[src/rtl/uart_tx_fifo.sv]
// uart_tx_fifo: small byte FIFO feeding an 8N1 serializer (LSB first, idle-high)
// with its own baud-tick generator; tx_done marks the final cycle of each stop bit.
//
//   state   | meaning
//   S_IDLE  | line high; pops the FIFO head whenever a byte is waiting
//   S_START | start bit, line low for 16 baud ticks
//   S_DATA  | DBIT data bits, LSB first, 16 baud ticks each
//   S_STOP  | stop bit, line high for SB_TICK baud ticks
module uart_tx_fifo #(
    parameter int DBIT    = 8,
    parameter int SB_TICK = 16,
    parameter int DVSR    = 326,
    parameter int FIFO_W  = 2
) (
    input  logic       clk,
    input  logic       reset_n,
    input  logic       wr_uart,
    input  logic [7:0] w_data,
    output logic       tx_full,
    output logic       tx_empty,
    output logic       tx_busy,
    output logic       tx_done,
    output logic       tx
);

    localparam int CW      = $clog2(DVSR);
    localparam int SW      = $clog2((SB_TICK > 16) ? SB_TICK : 16);
    localparam int NW      = (DBIT > 1) ? $clog2(DBIT) : 1;
    localparam int DEPTH_N = 1 << FIFO_W;

    localparam logic [CW-1:0]   BAUD_LAST   = CW'(DVSR - 1);
    localparam logic [SW-1:0]   S_BIT_LAST  = SW'(15);
    localparam logic [SW-1:0]   S_STOP_LAST = SW'(SB_TICK - 1);
    localparam logic [NW-1:0]   N_LAST      = NW'(DBIT - 1);
    localparam logic [FIFO_W:0] DEPTH       = {1'b1, {FIFO_W{1'b0}}};

    typedef enum logic [1:0] {
        S_IDLE,
        S_START,
        S_DATA,
        S_STOP
    } state_t;

    logic [7:0]        r_mem [0:DEPTH_N-1];
    logic [FIFO_W-1:0] r_wr_ptr;
    logic [FIFO_W-1:0] r_rd_ptr;
    logic [FIFO_W:0]   r_count;

    logic [CW-1:0]     r_baud;
    state_t            r_state;
    logic [SW-1:0]     r_s;
    logic [NW-1:0]     r_n;
    logic [7:0]        r_b;
    logic              r_tx;

    logic              w_full;
    logic              w_empty;
    logic              w_push;
    logic              w_pop;
    logic              w_tick;
    state_t            w_state_next;
    logic [SW-1:0]     w_s_next;
    logic [NW-1:0]     w_n_next;
    logic [7:0]        w_b_next;
    logic              w_tx_next;
    logic              w_done;

    assign w_full  = (r_count == DEPTH);
    assign w_empty = (r_count == '0);
    assign w_push  = wr_uart && !w_full;
    assign w_pop   = (r_state == S_IDLE) && !w_empty;

    always_ff @(posedge clk) begin
        if (w_push) begin
            r_mem[r_wr_ptr] <= w_data;
        end
    end

    always_ff @(posedge clk or negedge reset_n) begin
        if (!reset_n) begin
            r_wr_ptr <= '0;
            r_rd_ptr <= '0;
            r_count  <= '0;
        end else begin
            if (w_push) begin
                r_wr_ptr <= r_wr_ptr + 1'b1;
            end
            if (w_pop) begin
                r_rd_ptr <= r_rd_ptr + 1'b1;
            end
            if (w_push && !w_pop) begin
                r_count <= r_count + 1'b1;
            end else if (w_pop && !w_push) begin
                r_count <= r_count - 1'b1;
            end
        end
    end

    // Held at zero while idle so every frame starts on a full-length tick period.
    assign w_tick = (r_state != S_IDLE) && (r_baud == BAUD_LAST);

    always_ff @(posedge clk or negedge reset_n) begin
        if (!reset_n) begin
            r_baud <= '0;
        end else if (r_state == S_IDLE || w_tick) begin
            r_baud <= '0;
        end else begin
            r_baud <= r_baud + 1'b1;
        end
    end

    always_comb begin
        w_state_next = r_state;
        w_s_next     = r_s;
        w_n_next     = r_n;
        w_b_next     = r_b;
        w_done       = 1'b0;
        case (r_state)
            S_IDLE: begin
                if (!w_empty) begin
                    w_b_next     = r_mem[r_rd_ptr];
                    w_s_next     = '0;
                    w_state_next = S_START;
                end
            end
            S_START: begin
                if (w_tick) begin
                    if (r_s == S_BIT_LAST) begin
                        w_s_next     = '0;
                        w_n_next     = '0;
                        w_state_next = S_DATA;
                    end else begin
                        w_s_next = r_s + 1'b1;
                    end
                end
            end
            S_DATA: begin
                if (w_tick) begin
                    if (r_s == S_BIT_LAST) begin
                        w_s_next = '0;
                        w_b_next = {1'b0, r_b[7:1]};
                        if (r_n == N_LAST) begin
                            w_state_next = S_STOP;
                        end else begin
                            w_n_next = r_n + 1'b1;
                        end
                    end else begin
                        w_s_next = r_s + 1'b1;
                    end
                end
            end
            S_STOP: begin
                if (w_tick) begin
                    if (r_s == S_STOP_LAST) begin
                        w_done       = 1'b1;
                        w_state_next = S_IDLE;
                    end else begin
                        w_s_next = r_s + 1'b1;
                    end
                end
            end
            default: begin
                w_state_next = S_IDLE;
            end
        endcase

        // Line level follows the state being entered so tx changes exactly on bit boundaries.
        case (w_state_next)
            S_START: w_tx_next = 1'b0;
            S_DATA:  w_tx_next = w_b_next[0];
            default: w_tx_next = 1'b1;
        endcase
    end

    always_ff @(posedge clk or negedge reset_n) begin
        if (!reset_n) begin
            r_state <= S_IDLE;
            r_s     <= '0;
            r_n     <= '0;
            r_b     <= '0;
            r_tx    <= 1'b1;
        end else begin
            r_state <= w_state_next;
            r_s     <= w_s_next;
            r_n     <= w_n_next;
            r_b     <= w_b_next;
            r_tx    <= w_tx_next;
        end
    end

    assign tx_full  = w_full;
    assign tx_empty = w_empty;
    assign tx_busy  = (r_state != S_IDLE);
    assign tx_done  = w_done;
    assign tx       = r_tx;

endmodule

[config.mk]
export PLATFORM = sky130hd
export DESIGN_NAME = uart_tx_fifo
export DESIGN_NICKNAME = d
export VERILOG_FILES = /design/src/rtl/uart_tx_fifo.sv
export SDC_FILE = /design/constraint.sdc
export NUM_CORES = 1
export LEC_CHECK = 0
export ABC_AREA = 1
export CORE_MARGIN = 10
export CORE_UTILIZATION = 59
export DETAILED_ROUTE_END_ITERATION = 6
export PLACE_DENSITY = 0.78
export SYNTH_ARGS = -nofsm -noshare
export SYNTH_HDL_FRONTEND = slang
export SYNTH_SLANG_ARGS = --single-unit
[constraint.sdc]
create_clock -name clk -period 2.9 [get_ports clk]
set_input_delay 0.29 -clock clk [delete_from_list [all_inputs] [get_ports clk]]
set_output_delay 0.29 -clock clk [all_outputs]
set_load 0.05 [all_outputs]
==> results.toml, run 1 <==
[clock_network]
clock_latency_ns = 0.34
ctsHoldBuffers = 0
postCtsSetupRepairBufs = 0
cts-buffers-inserted = 9
ctsHtreeMaxLevel = 3
root_buffer = "clkbuf_8"
clk_pin_slew_ns = 0.07
cts_tree = "yes"
post_cts_resize_count = 0
cts_max_path_buffers = 2
cts.sinks = 66

[layout]
synthToLayoutAreaGrowth_pct = 13.87
post-route-util_pct = 70.24
regArea_um2 = 1813
drive_gt1_share_pct = 11.66
num_antenna_cells = 0
stdcell_count = 413
fin_nets = 365
multi_input_area_um2 = 1236
num-fill-cells = 381

[synthesis]
synth-edff-count = 32
syn_area_um2 = 3211
synth_largest_area_cell = "edfxtp_1"
synth_area_leaders = "edfxtp_1 (30%), dfrtp_1 (26%), nand2_1 (6.9%)"
avgSynthCellArea_um2 = 10.19
synth_seq_area_share_pct = 56.47
ys_types = 36
synth.top_cell.area_share_pct = 29.93
synth_commonest_cells = "nand2_1 (59), nor2_1 (39), dfrtp_1 (33)"
synth_flop_cell = "dfrtp_1"
synth-seq-cells = 66
async_reset_ff_share_pct = 51.52
syn_inst = 315
yosysWarnings = 0
synth.most_common_cell = "nand2_1"
synth_nets = 341

[setup_path]
slowest_stage = "clkdlybuf4s50_1"
cp_max_fo = 7
required_ns = 2.61
worstSetupEndpoint = "tx_done"
crit_chain = "inv_1, ha_1, inv_2, nand2_4, nor2_1, clkdlybuf4s50_1"
crit_cells = 6
criticalPathCategory = "reg2out"
cp_top_family = "buffers and inverters"
startpoint = "r_state[0]$_DFF_PN0_"
critical_path_arrival_ns = 2.35
r2r.worst_path.cells = 8
critPathCaptureType = "output pin"
cp_num_buf_inv = 3
r2r_start = "r_count[0]$_DFFE_PN0P_"
rr_endpoint = "r_count[1]$_DFFE_PN0P_"
critical-path-max-stage-delay_ns = 0.81
r2r_setup_slack_ns = 0.66
startpoint_type = "flip-flop"

[detailed_routing]
num_vias = 2208
drcViolationCount = 0
dr.first_iter.drc_count = 128
vias_per_cell = 5.346
wl_per_cell_um = 14.54
drtPass1Iterations = 4
postRouteAntennaNets = 0
routed_wl_mm = 6.003

[floorplanning]
die_h_um = 93.77
pin_count = 16
core-area_um2 = 5205
dieArea_um2 = 8792
rows = 26
start_util_pct = 61.68
die_w_um = 93.77

[job]
max-cap-violations = 0

[timing]
max_freq_mhz = 378.3
fin_skew_ns = 0.007859
setup_violations = 0
slew_headroom_pct = 49.31
slew_violations = 0
period_share_pct = 91.15
tightestPinTransition_ns = 0.7575
period_needed_ns = 2.643
fin_tns_setup_ns = 0
rsz0062_at_grt = "no"
finalHoldViolCount = 0

[power]
powerDensity_nw_per_um2 = 640.1
leakage_uw = 0.001572
p_total_uw = 2340
ir_worst_vdd_uv = 457.3

[global_routing]
grt_antenna_before_repair = 0
overflow = 0
grt_usage_pct = 14.69
grt_pass1_vias = 2190
grt_max_degree = 35
grt_pass1_wl_mm = 10.28

[placement]
port_buffers = 15
hpwl_mm = 4.212
gp_congestion = 0.8503
dp.cells = 398

[outcome]
status = "finished clean"

[worst_hold_path]
hold_class = "in2async"
per-layer routing:
| layer | GRT usage, % | part of all wire (%) | vias up |
|---|---|---|---|
| li1 | - | - | 1095 |
| met1 | 18.95 | 46 | 1048 |
| met4 | 5.949 | 1.9 | 0 |
| met3 | 4.396 | 4.5 | 15 |
| met2 | 22.52 | 47 | 50 |
| met5 | 0 | 0 | - |
flip-flops by register name, summed over array words and instances, names as in the netlist:
signal and count:
r_wr_ptr 2, r_n 3, r_mem 32, r_state 2, r_rd_ptr 2, r_b 8
r_count 3, r_baud 9, tx 1, r_s 4
worst min path at each step:
stage / from / to / slack [ns] / cells past startpoint
2_1_floorplan: reset_n / r_b[0]$_DFF_PN0_ / -0.006 / 0
3_3_place_gp: r_n[1]$_DFFE_PN0P_ / r_n[1]$_DFFE_PN0P_ / 0.47 / 2
3_5_place_dp: r_b[7]$_DFFE_PN0P_ / r_b[7]$_DFFE_PN0P_ / 0.48 / 2
4_1_cts: reset_n / r_baud[5]$_DFF_PN0_ / 0.36 / 2
5_1_grt: reset_n / r_baud[4]$_DFF_PN0_ / 0.40 / 2
6_report: reset_n / r_baud[4]$_DFF_PN0_ / 0.36 / 2
cell type report:
type | instances | share of cell area [%]
Clock buffer | 10 | 3.491
Multi-Input combinational cell | 208 | 33.81
Clock inverter | 5 | 2.190
Inverter | 35 | 3.593
Sequential cell | 66 | 49.59
Timing Repair Buffer | 19 | 4.928
Tap cell | 70 | 2.396
per-stage QoR:
stage	hold WS, ns	setup slack (ns)	area, µm²
3_3_place_gp	0.4711	0.6862	3448
2_1_floorplan	-0.005591	0.8144	3211
4_1_cts	0.3615	0.2335	3656
6_report	0.3564	0.2566	3656
3_5_place_dp	0.4766	0.6152	3448
5_1_grt	0.4044	0.1449	3656
cells by family after synthesis:
| group | Yosys count | synth area share [%] |
|---|---|---|
| xor+xnor | 5 | 1.364 |
| flops | 66 | 56.47 |
| simple gates | 126 | 18.43 |
| buf+inv | 41 | 5.027 |
| mux | 8 | 3.469 |
| compound gates | 54 | 9.158 |
| fa+ha+maj | 15 | 6.080 |
power breakdown:
part / internal, µW / switching (µW) / total [µW]
clock: 478 / 343 / 821
sequential: 1120 / 53.0 / 1170
combinational: 126 / 221 / 347
worst reg2reg max path, delay by kind of cell (launching register included):
family,cells,cell delay (ns)
adder cells (fa/ha/maj),2,0.64
AND/OR/NAND/NOR,1,0.10
flip-flops,1,0.43
buffers and inverters,3,0.31
multiplexers,1,0.27
AO/OA/AOI/OAI,1,0.38
cell usage in the layout, fill, tap and decap left out, drive strengths merged, types with 7 or more instances in the layout:
master / instances
o21ai: 36
ha: 14
clkbuf: 10
dfrtp: 33
clkdlybuf4s50: 15
nand2: 63
inv: 35
nand3: 12
mux2: 7
nor2: 41
a21oi: 8
o22ai: 8
edfxtp: 32
Note: power is estimated with default switching activity, not from simulation.
==> run 2, diff against run 1 <==
--- a/config.mk
+++ b/config.mk
@@ -6,9 +6,10 @@
 export NUM_CORES = 1
 export LEC_CHECK = 0
 export ABC_AREA = 1
-export CORE_MARGIN = 10
+export CORE_MARGIN = 2
 export CORE_UTILIZATION = 59
 export DETAILED_ROUTE_END_ITERATION = 6
+export GPL_TIMING_DRIVEN = 0
 export PLACE_DENSITY = 0.78
 export SYNTH_ARGS = -nofsm -noshare
 export SYNTH_HDL_FRONTEND = slang
==> run 2 against run 1 <==
Total power rose by 1.6%. Design area rose by 0.34%. Die area fell by 31%. Clock power rose by 4.9%. Count of clock-buffer cells in the layout fell by 1. First-iteration DRC count fell by 39%. Core utilization rose by 0.68 points. Via count rose by 1.6%. Hold slack got worse by 0.35 ns. Critical path type unchanged.
==> results.toml, run 2 (same netlist as run 1, synthesis figures left out) <==
[clock_network]
post_cts_resize_count = 0
ctsHoldBuffers = 0
cts-buffers-inserted = 9
cts_max_path_buffers = 2
clock_latency_ns = 0.34
root_buffer = "clkbuf_8"
clk_pin_slew_ns = 0.08
cts.sinks = 66
cts_tree = "yes"
postCtsSetupRepairBufs = 0
ctsHtreeMaxLevel = 3

[layout]
fin_nets = 367
drive_gt1_share_pct = 12.72
num-fill-cells = 369
num_antenna_cells = 0
regMostFlops = "r_mem"
layout_commonest_cell = "nand2_1"
synthToLayoutAreaGrowth_pct = 14.26
mostFrequentLayoutCells = "nand2_1 (59), nor2_1 (39), dfrtp_1 (33), inv_1 (32), edfxtp_1 (32)"
largestRegisters = "r_mem: 32 flops, r_baud: 9 flops, r_b: 8 flops"
largest_reg_flops = 32

[timing]
tightestPinTransition_ns = 0.8291
max_freq_mhz = 378.0
finalHoldViolCount = 0
setup_violations = 0
slew_violations = 0
period_share_pct = 91.23
setup_ws_ns = 0.2544
period_needed_ns = 2.646
fin_tns_setup_ns = 0
slew_headroom_pct = 44.52
fin_skew_ns = 0.01030
rsz0062_at_grt = "no"

[power]
powerDensity_nw_per_um2 = 648.0
leakage_uw = 0.001575
p_total_uw = 2377
ir_worst_vdd_uv = 658.4

[detailed_routing]
wl_per_cell_um = 14.05
num_vias = 2244
drcViolationCount = 0
routed_wl_mm = 5.843
drtPass1Iterations = 4
postRouteAntennaNets = 0
vias_per_cell = 5.394
dr.first_iter.drc_count = 78

[setup_path]
critPathCaptureType = "output pin"
slowest_stage = "clkdlybuf4s50_1"
r2r_setup_slack_ns = 0.67
startpoint_type = "flip-flop"
cp_num_buf_inv = 3
crit_cells = 6
cp_top_family = "buffers and inverters"
r2r.worst_path.cells = 8
cp_max_fo = 7
criticalPathCategory = "reg2out"
critical_path_arrival_ns = 2.36
required_ns = 2.61
rr_endpoint = "r_count[1]$_DFFE_PN0P_"
critical-path-max-stage-delay_ns = 0.80
r2r_start = "r_count[1]$_DFFE_PN0P_"
crit_chain = "inv_1, ha_1, inv_2, nand2_4, nor2_1, clkdlybuf4s50_1"

[global_routing]
grt_usage_pct = 21.50
grt_pass1_wl_mm = 10.17
grt_antenna_before_repair = 0
grt_pass1_vias = 2263
overflow = 0
grt_max_degree = 35

[outcome]
status = "finished clean"

[job]
max-cap-violations = 0

[placement]
port_buffers = 15
placement.setup.worst_slack_ns = 0.6185
gp_congestion = 0.8003
hpwl_mm = 4.101

[floorplanning]
dieArea_um2 = 6047
rows = 26
start_util_pct = 62.07
core-area_um2 = 5172
pin_count = 16
die_h_um = 77.77
die_w_um = 77.77

[worst_hold_path]
hold_class = "in2async"
-- run 2: stage by stage --
| stage | utilization, % | instance area, µm² | hold slack [ns] | instances |
|---|---|---|---|---|
| 6_report | 70.92 | 3669 | 0.009352 | 416 |
| 3_5_place_dp | 66.57 | 3443 | 0.4141 | 400 |
| 5_1_grt | 70.92 | 3669 | 0.09011 | 416 |
| 3_3_place_gp | 66.67 | 3448 | 0.4686 | 400 |
| 2_1_floorplan | - | 3211 | -0.005591 | 315 |
| 4_1_cts | 70.92 | 3669 | 0.05074 | 416 |
-- run 2: worst max-delay path by stage --
stage | from | slack, ns | end
2_1_floorplan | r_state[0]$_DFF_PN0_ | 0.81 | tx_done
3_3_place_gp | r_state[0]$_DFF_PN0_ | 0.64 | tx_done
3_5_place_dp | r_state[0]$_DFF_PN0_ | 0.62 | tx_done
4_1_cts | r_state[0]$_DFF_PN0_ | 0.24 | tx_done
5_1_grt | r_state[0]$_DFF_PN0_ | 0.1 | tx_done
6_report | r_state[0]$_DFF_PN0_ | 0.25 | tx_done
-- run 2: final cells by class --
cell class / instances / area [µm²] / area share (%)
timing repair buffer: 15 / 145.1 / 3.956
inverter: 35 / 131.4 / 3.581
multi-input combinational: 208 / 1236 / 33.70
clock inverter: 7 / 101.3 / 2.763
sequential: 66 / 1813 / 49.42
clock buffer: 9 / 123.9 / 3.377
buffer: 6 / 30.03 / 0.8186
tap: 70 / 87.58 / 2.387
-- run 2: layer usage --
metal,wire (µm),share of wire [%],track usage [%]
met1,2711,46,27.82
met2,2815,48,34.83
met3,224,3.8,4.884
met4,91,1.6,9.286
met5,0,0,0
-- run 2: worst register-to-register path: cells and delay by family, from the launching register on --
| kind | cells | cell delay, ns |
|---|---|---|
| multiplexers | 1 | 0.27 |
| adder cells (fa/ha/maj) | 2 | 0.63 |
| buffers and inverters | 3 | 0.32 |
| AO/OA/AOI/OAI | 1 | 0.37 |
| flip-flops | 1 | 0.42 |
| AND/OR/NAND/NOR | 1 | 0.11 |
-- run 2: power breakdown --
part	leakage [µW]	internal, µW	switching (µW)
registers	0.000715	1120	54.6
logic	0.000754	116	226
clock network	0.000106	489	371
==> run 3, diff against run 2 <==
--- a/config.mk
+++ b/config.mk
@@ -8,6 +8,7 @@
 export ABC_AREA = 1
 export CORE_MARGIN = 2
 export CORE_UTILIZATION = 59
+export CTS_CLUSTER_DIAMETER = 80
 export DETAILED_ROUTE_END_ITERATION = 6
 export GPL_TIMING_DRIVEN = 0
 export PLACE_DENSITY = 0.78
==> results of run 3 <==
Same layout as run 2: the final DEF is identical, and so are final timing and power.
